**src/rtl/count_bcd_pkg.sv**
```systemverilog
// Shared definitions for the count_bcd_conv binary-to-BCD converter.
// Holds the FSM state enum, the default sizing constants and a helper
// that gives the minimum digit count for a given signed input width.
package count_bcd_pkg;

    localparam int DEF_WIDTH  = 32;
    localparam int DEF_DIGITS = 10;

    typedef enum logic {
        IDLE = 1'b0,
        CONV = 1'b1
    } state_e;

    // Decimal digits needed for 2^(width-1), the largest magnitude a
    // WIDTH-bit two's complement value can produce.
    // Uses floor(n * log10(2)) + 1 with log10(2) ~ 0.30103.
    function automatic int min_digits(input int width);
        return ((width - 1) * 30103) / 100000 + 1;
    endfunction

endpackage

```
**src/rtl/bcd_add3_digit.sv**
```systemverilog
// Single-digit double-dabble correction: a digit of 5 or more gets 3
// added so that the following left shift carries correctly into the
// next decimal digit.
module bcd_add3_digit
    import count_bcd_pkg::*;
(
    input  logic [3:0] d_i,
    output logic [3:0] d_o
);

    // Add 3 when the digit would reach 10 or more after doubling.
    always_comb begin
        d_o = (d_i >= 4'd5) ? (d_i + 4'd3) : d_i;
    end

endmodule

```
**src/rtl/count_bcd_conv.sv**
```systemverilog
// Sequential binary-to-BCD converter for the up/down counter's signed
// count. Converts the magnitude one bit per clock (shift-add-3) and
// reports sign and packed BCD digits with a start/busy/done handshake.
// Handshake: start is sampled only while IDLE; busy is high for the
// WIDTH cycles of a conversion; done pulses for one cycle when bcd/neg
// (and blank) take the new result; busy and done never overlap.
// Optional macro COUNT_BCD_BLANK_EN adds the registered leading-zero
// blank mask output.
module count_bcd_conv
    import count_bcd_pkg::*;
#(
    parameter int WIDTH  = DEF_WIDTH,
    parameter int DIGITS = DEF_DIGITS
) (
    input  logic                  clk,
    input  logic                  rst,
    input  logic                  start,
    input  logic [WIDTH-1:0]      value,
    output logic                  busy,
    output logic                  done,
    output logic                  neg,
    output logic [4*DIGITS-1:0]   bcd,
    output logic                  dbg_state
`ifdef COUNT_BCD_BLANK_EN
    ,
    output logic [DIGITS-1:0]     blank
`endif
);

    localparam int CW = $clog2(WIDTH + 1);

    // Refuse to build a converter that cannot hold the largest magnitude.
    if (DIGITS < min_digits(WIDTH)) begin : g_digits_check
        $error("count_bcd_conv: DIGITS too small for WIDTH");
    end

    state_e                state_q, state_d;
    logic [CW-1:0]         cnt_q, cnt_d;
    logic [WIDTH-1:0]      mag_q, mag_d;
    logic [4*DIGITS-1:0]   scr_q, scr_d;
    logic [4*DIGITS-1:0]   bcd_q, bcd_d;
    logic                  sign_q, sign_d;
    logic                  neg_q, neg_d;
    logic                  done_q, done_d;

    logic [4*DIGITS-1:0]   corr;
    logic [4*DIGITS-1:0]   scr_shift;
    logic                  unused_top_msb;

    for (genvar g = 0; g < DIGITS; g++) begin : g_add3
        bcd_add3_digit u_add3 (
            .d_i (scr_q[4*g +: 4]),
            .d_o (corr[4*g +: 4])
        );
    end

    // The corrected scratch shifted left with the next magnitude bit.
    // The top digit's MSB is always clear when DIGITS is large enough.
    assign scr_shift      = {corr[4*DIGITS-2:0], mag_q[WIDTH-1]};
    assign unused_top_msb = corr[4*DIGITS-1];

`ifdef COUNT_BCD_BLANK_EN
    logic [DIGITS-1:0] blank_q, blank_d, blank_next;

    // Mark each digit that has only zeros at and above it; digit 0 always shows.
    always_comb begin
        logic zero_above;
        zero_above = 1'b1;
        blank_next = '0;
        for (int i = DIGITS - 1; i >= 0; i--) begin
            zero_above    = zero_above & (scr_shift[4*i +: 4] == 4'd0);
            blank_next[i] = zero_above;
        end
        blank_next[0] = 1'b0;
    end
`endif

    // Next-state and datapath control for the IDLE/CONV sequencer.
    always_comb begin
        state_d = state_q;
        cnt_d   = cnt_q;
        mag_d   = mag_q;
        scr_d   = scr_q;
        bcd_d   = bcd_q;
        sign_d  = sign_q;
        neg_d   = neg_q;
        done_d  = 1'b0;
`ifdef COUNT_BCD_BLANK_EN
        blank_d = blank_q;
`endif
        case (state_q)
            IDLE: begin
                if (start) begin
                    sign_d  = value[WIDTH-1];
                    // Negating -2^(WIDTH-1) gives 2^(WIDTH-1) as unsigned.
                    mag_d   = value[WIDTH-1] ? (~value + WIDTH'(1)) : value;
                    scr_d   = '0;
                    cnt_d   = CW'(WIDTH);
                    state_d = CONV;
                end
            end
            CONV: begin
                scr_d = scr_shift;
                mag_d = {mag_q[WIDTH-2:0], 1'b0};
                cnt_d = cnt_q - CW'(1);
                if (cnt_q == CW'(1)) begin
                    bcd_d   = scr_shift;
                    neg_d   = sign_q;
                    done_d  = 1'b1;
                    state_d = IDLE;
`ifdef COUNT_BCD_BLANK_EN
                    blank_d = blank_next;
`endif
                end
            end
            default: state_d = IDLE;
        endcase
    end

    // State and result registers; reset discards any partial conversion.
    always_ff @(posedge clk or negedge rst) begin
        if (!rst) begin
            state_q <= IDLE;
            cnt_q   <= '0;
            mag_q   <= '0;
            scr_q   <= '0;
            bcd_q   <= '0;
            sign_q  <= 1'b0;
            neg_q   <= 1'b0;
            done_q  <= 1'b0;
`ifdef COUNT_BCD_BLANK_EN
            blank_q <= '0;
`endif
        end else begin
            state_q <= state_d;
            cnt_q   <= cnt_d;
            mag_q   <= mag_d;
            scr_q   <= scr_d;
            bcd_q   <= bcd_d;
            sign_q  <= sign_d;
            neg_q   <= neg_d;
            done_q  <= done_d;
`ifdef COUNT_BCD_BLANK_EN
            blank_q <= blank_d;
`endif
        end
    end

    assign busy      = (state_q == CONV);
    assign done      = done_q;
    assign neg       = neg_q;
    assign bcd       = bcd_q;
    assign dbg_state = state_q;
`ifdef COUNT_BCD_BLANK_EN
    assign blank     = blank_q;
`endif

endmodule

```
**config.mk**
```make
export PLATFORM = sky130hd
export DESIGN_NAME = count_bcd_conv
export DESIGN_NICKNAME = d
export VERILOG_FILES = /design/src/rtl/count_bcd_pkg.sv /design/src/rtl/bcd_add3_digit.sv /design/src/rtl/count_bcd_conv.sv
export SDC_FILE = /design/constraint.sdc
export NUM_CORES = 1
export LEC_CHECK = 0
export BUFFER_PORTS_ARGS = -buffer_cell sky130_fd_sc_hd__buf_2
export CORE_ASPECT_RATIO = 0.6
export CORE_MARGIN = 3
export CORE_UTILIZATION = 53
export DETAILED_ROUTE_END_ITERATION = 6
export PLACE_DENSITY = 0.77
export SLEW_MARGIN = 15
export SYNTH_ARGS = -nofsm -noshare
export SYNTH_HDL_FRONTEND = slang
export SYNTH_SLANG_ARGS = --single-unit
```
**constraint.sdc**
```tcl
create_clock -name clk -period 1.6 [get_ports clk]
set_input_delay 0.08 -clock clk [delete_from_list [all_inputs] [get_ports clk]]
set_output_delay 0.08 -clock clk [all_outputs]
set_load 0.02 [all_outputs]
```
* After elaboration in Yosys (flattened, before gate mapping) *
Index checks and enable logic that the tools add are counted.
W data, S select, Z words.

storage, ports and cells
  register bits = 122
  word-level logic and storage cells = 58
  output and inout port bits = 44

operators by class
  reductions and logical operators = 2
  bitwise logic cells = 2
  multiplexer cells = 22
  order comparisons = 10
  eq/ne operators = 2
  add/subtract/negate cells = 12

operators by type and width
  kind                     count
  $pmux W40 S2             1
  $mux W32                 2
  $pmux W32 S2             1
  $ge A4 B3 Y1 const B     10
  $mux W40                 1
  $add A4 B2 Y4 const B    9
  $mux W4                  9
  $add A32 B1 Y32 const B  1
  $not A32 Y32             1
  $pmux W6 S2              1
  $eq A6 B1 Y1 const B     1
  $mux W6                  1
  $sub A6 B1 Y6 const B    1
  $mux W1                  4
  $reduce_and A2 Y1        2
  $add A3 B2 Y3 const B    1
  $mux W3                  1
  $ne A2 B2 Y1 const B     1
  $pmux W1 S2              1
  $not A1 Y1               1

* Longest topological paths before layout *
  depth after elaboration = 5
  mapped depth = 8
  gate-level depth less buffers = 7

* Hierarchy *
Synthesis repeated with hierarchy kept, for this count alone.

unflattened totals
  cells, all modules = 717
  area total of the unflattened synthesis = 6557.5 sq um

modules (own cells, without submodules)
  module          area an instance (sq um)  cells each  times used  sequential area each (sq um)
  count_bcd_conv  5544.1                    557         1           3052.9
  bcd_add3_digit  101.3                     16          10          0.0

* Least setup slack after synthesis *
OpenSTA, ideal clock, no wires.

  path type = input to register
  start point = input port value[6]
  end point = register mag_q[15]
  data arrival time = 1739 ps
  stages on the path = 7
  data required time = 1466 ps
  slack = -273 ps
  cell sequence = or4_1 buf_2 or3_1 buf_2 o41ai_1 xor2_1 o21ai_0

on the way
  word-level cells in the longest chain between the ends = 5

ends and longest elaborated chain
  item                  RTL line               RTL
  start, declared       count_bcd_conv.sv:18   input logic [WIDTH-1:0] value,
  $not A32 Y32          count_bcd_conv.sv:96   mag_d = value[WIDTH-1] ? (~value + WIDTH'(1)) : value;
  $add A32 B1 Y32       count_bcd_conv.sv:96
  $mux W32              count_bcd_conv.sv:96
  $mux W32              count_bcd_conv.sv:93   if (start) begin
  $pmux W32 S2          count_bcd_conv.sv:91   case (state_q)
  end signal, assigned  count_bcd_conv.sv:137  mag_q <= mag_d;
  end, declared         count_bcd_conv.sv:39   logic [WIDTH-1:0] mag_q, mag_d;

No other way between the ends. The select of a mux whose other input is x is not followed.
A chain may end at the register's enable or synchronous reset.

* Worst setup path after layout *
  start point = input port value[2]
  end point = register mag_q[19]

The elaborated chain is that of the path after synthesis.

==> out/results.ini <==
[placed_design]
dp_hpwl_um=10700
place_congestion=0.864
placed_area_sq_um=7560
io_buffers=78
place_inst=930

[logic_synthesis]
synth.area.mux_share_pct=6.32
synth_xor_xnor_area_share_pct=4.64
synthArstFlopShare_pct=100
syn_area_sq_um=6610
synth_fa_ha_area_share_pct=4.35
synth_compound_area_share_pct=18.5
synth_top_family_by_area=compound AO/OA/AOI/OAI gates
yosys.area_share.simple_pct=15.9
syn_area_per_cell_sq_um=9.70
yosysWarnings=0
synth-main-ff-cell=dfrtp_1
syn_nets=740
synth_edf_count=0
post_synth_num_cell_types=42
synth_seq_cells=122
syn_inst=682
ys_seq_area_share_pct=46.2

[sta]
post-route-min-period_ns=1.63
timing.fmax_mhz=613
slew-limit-headroom_pct=71.9
worst_slew_pin_slew_ns=0.421
rsz0062_at_grt=yes
setup_slack_ns=-0.0322
period_share_pct=102
maxSlewViolCount=0
final.setup.tns_ns=-0.0642
fin_skew_ns=0.00876
hold_viol=0
setup_viol=3

[outcome]
status=finished with violations
violations=negative setup slack

[critical_path]
critPathBufInv=2
slowest_delay_ns=0.53
end_kind=flop
reg2reg_depth=6
cp.arrival_ns=1.91
worst_path_dominant_cell_family=simple AND/OR/NAND/NOR gates
crit_required_ns=1.88
rrSetupSlack_ns=0.03
rr_startpoint=scr_q[24]
path_class=input pin to flop
cp-start-kind=input pin
r2r_end=bcd[25]
worstPathCellList=buf_6, or4_4, or3_4, buf_8, o41ai_4, xor2_1, o21ai_1
slowest_stage=or4_4
cp_max_fo=5

[clocking]
clkLatencyLatePin_ns=0.41
cts.clk_slew.worst_paths_ns=0.05
clockRootBuffer=clkbuf_16
cts_made_buffers=17
cts.path.max_buffers=2
cts_tree=built
clock-sinks=122
htreeDepth=4

[worst_hold_path]
min_path_cells=3
hold_start=value[19]
worstHoldPathType=input pin to flop
holdPathEnd=mag_q[19]

[flow_run]
max-cap-violations=0

[route]
routed_via_density=5.82
vias=5682
drt_pass1_iterations=5
drc=0
drt_iter0_drc=435
wire_per_inst_um=16.9
routed_wl_um=16500
drtAntennaViolNets=0

[die]
rows=30
io_pins=79
core_area_sq_um=11700
die_h_um=92.5
start_util_pct=56.3
die_x_um=150
fp.dieArea_sq_um=13900

[grt]
grt_overflow_total=0
grt.total_usage_pct=23.8
grt_pass1_vias=5474
grt_first_pass_wirelength_um=26500
antenna_found_initial=0
grt_start_max_net_pins=57

[power_and_ir_drop]
leakagePower_nw=3.98
ir_worst_vdd_mv=1.26
power_density_nw_per_um2=1900

[layout]
fin_util_pct=72.3
final_nets=862
design_area_sq_um=8500
syn_to_final_growth_pct=28.5
diodes=0
final_cells=976
drive_gt1_share_pct=29.8

==> worst max path at each step <==
stage                     slack (ns)  depth (start not counted)      start        end
final                          -0.03                          7   value[2]  mag_q[19]
after global routing           -0.07                          6  scr_q[24]    bcd[25]
after CTS                      0.001                          7  value[10]  mag_q[19]
after detailed placement       -0.46                          7   value[1]  mag_q[19]
after global placement         -0.42                         10   value[1]  mag_q[16]
after floorplan                -0.26                          7   value[6]  mag_q[19]
==> power by group <==
part	internal, mW	switching, mW	leakage (nW)	total [mW]
Clock	2.41	1.39	0.278	3.80
Combinational	3.12	3.80	2.13	6.92
Sequential	4.43	1.03	1.57	5.45
Total	9.95	6.22	3.98	16.2
==> stage by stage <==
step | power [mW] | hold WS (ns) | setup slack [ns]
2_1_floorplan | 9.86 | -0.216 | -0.260
3_3_place_gp | 11.3 | 0.0472 | -0.422
3_5_place_dp | 11.8 | 0.0507 | -0.458
4_1_cts | 15.8 | 0.0142 | 0.00127
5_1_grt | 17.3 | 0.0274 | -0.0744
6_report | 16.2 | 0.0291 | -0.0322
==> worst min-delay path, delay by kind of cell <==
family                 cells  cell delay [ns]
AO/OA/AOI/OAI              1             0.15
XOR/XNOR                   1             0.06
buffers and inverters      1             0.10
==> kinds of logic (layout without fill, tap and decap cells) <==
family / Yosys count / count (layout)
simple gates: 196 / 196
fa+ha+maj: 23 / 23
xor+xnor: 35 / 35
flops: 122 / 122
mux: 39 / 39
buf+inv: 68 / 202
compound gates: 199 / 199
==> layout make-up <==
cell class / instances / area, sq um
multi-input combinational: 492 / 3520
clock buffer: 21 / 470
fill: 792 / 3250
sequential: 122 / 3060
clock inverter: 10 / 118
tap: 160 / 200
inverter: 26 / 104
timing repair buffer: 145 / 1030
==> sequential cells by signal (all words and copies together) (netlist names) <==
register / flops
mag_q: 32
sign_q: 1
scr_q: 40
bcd: 40
busy: 1
neg: 1
cnt_q: 6
done: 1
==> cell usage after synthesis (4+ instances only) <==
master / n / area, sq um
a22o_1: 9 / 78.8
buf_1: 7 / 26.3
a21oi_1: 53 / 265
or4_1: 4 / 30.0
xor2_1: 18 / 158
nor2_1: 22 / 82.6
nand2b_1: 32 / 200
o41ai_1: 6 / 52.6
o21ai_0: 75 / 375
nor3_1: 5 / 25.0
o31ai_1: 30 / 225
nand2_1: 66 / 248
inv_1: 25 / 93.8
xnor2_1: 17 / 149
mux2_2: 22 / 248
a21o_1: 15 / 113
clkbuf_1: 31 / 116
and2_1: 10 / 62.6
ha_1: 23 / 288
nor2b_1: 5 / 31.3
or3_1: 6 / 37.5
dfrtp_1: 122 / 3050
nor3b_1: 33 / 248
mux2i_1: 17 / 170
==> repair_timing <==
item | CTS | global route
gates cloned | 2 | 0
endpoints found under the setup margin | 13 | 50
hold endpoints to repair | 70 | 0
resized for setup | 12 | 38
pin swaps | 2 | 22
setup buffers | 0 | 8
hold buffers | 5 | 0
==> routing by layer <==
layer	global-route usage, %	up-vias	share of wire, %	routed length, um
met5	0	-	0	0
met4	7.76	0	1.1	182
met3	5.33	20	6.3	1040
met2	36.4	223	46	7540
met1	33.7	2787	47	7720
li1	-	2652	-	-
==> layout by cell type (no fill, tap or decap), types with 4 or more instances in the layout <==
cell type      Yosys  routed
clkinvlp_4         0       5
o31ai_1           30      28
nor3_1             5       4
dlygate4sd3_1      0       5
inv_1             25      21
a21oi_1           53      41
o21ai_0           75      71
ha_2               0       7
o21ai_1            2       6
buf_2              2      75
xnor2_1           17      16
and2_1            10      10
nand2b_1          32      31
mux2i_1           17      16
dfrtp_1          122     120
a21oi_2            0      12
buf_12             0       4
o41ai_2            3       5
or3_1              6       4
nor2b_1            5       5
nand2_1           66      66
nor3b_1           33      33
nor2_1            22      21
a22o_1             9       9
ha_1              23      15
buf_4              1      54
xor2_1            18      18
mux2_2            22      22
buf_6              1       4
clkbuf_16          0      17
a21o_1            15      15
(Power assumes the default switching activity.)
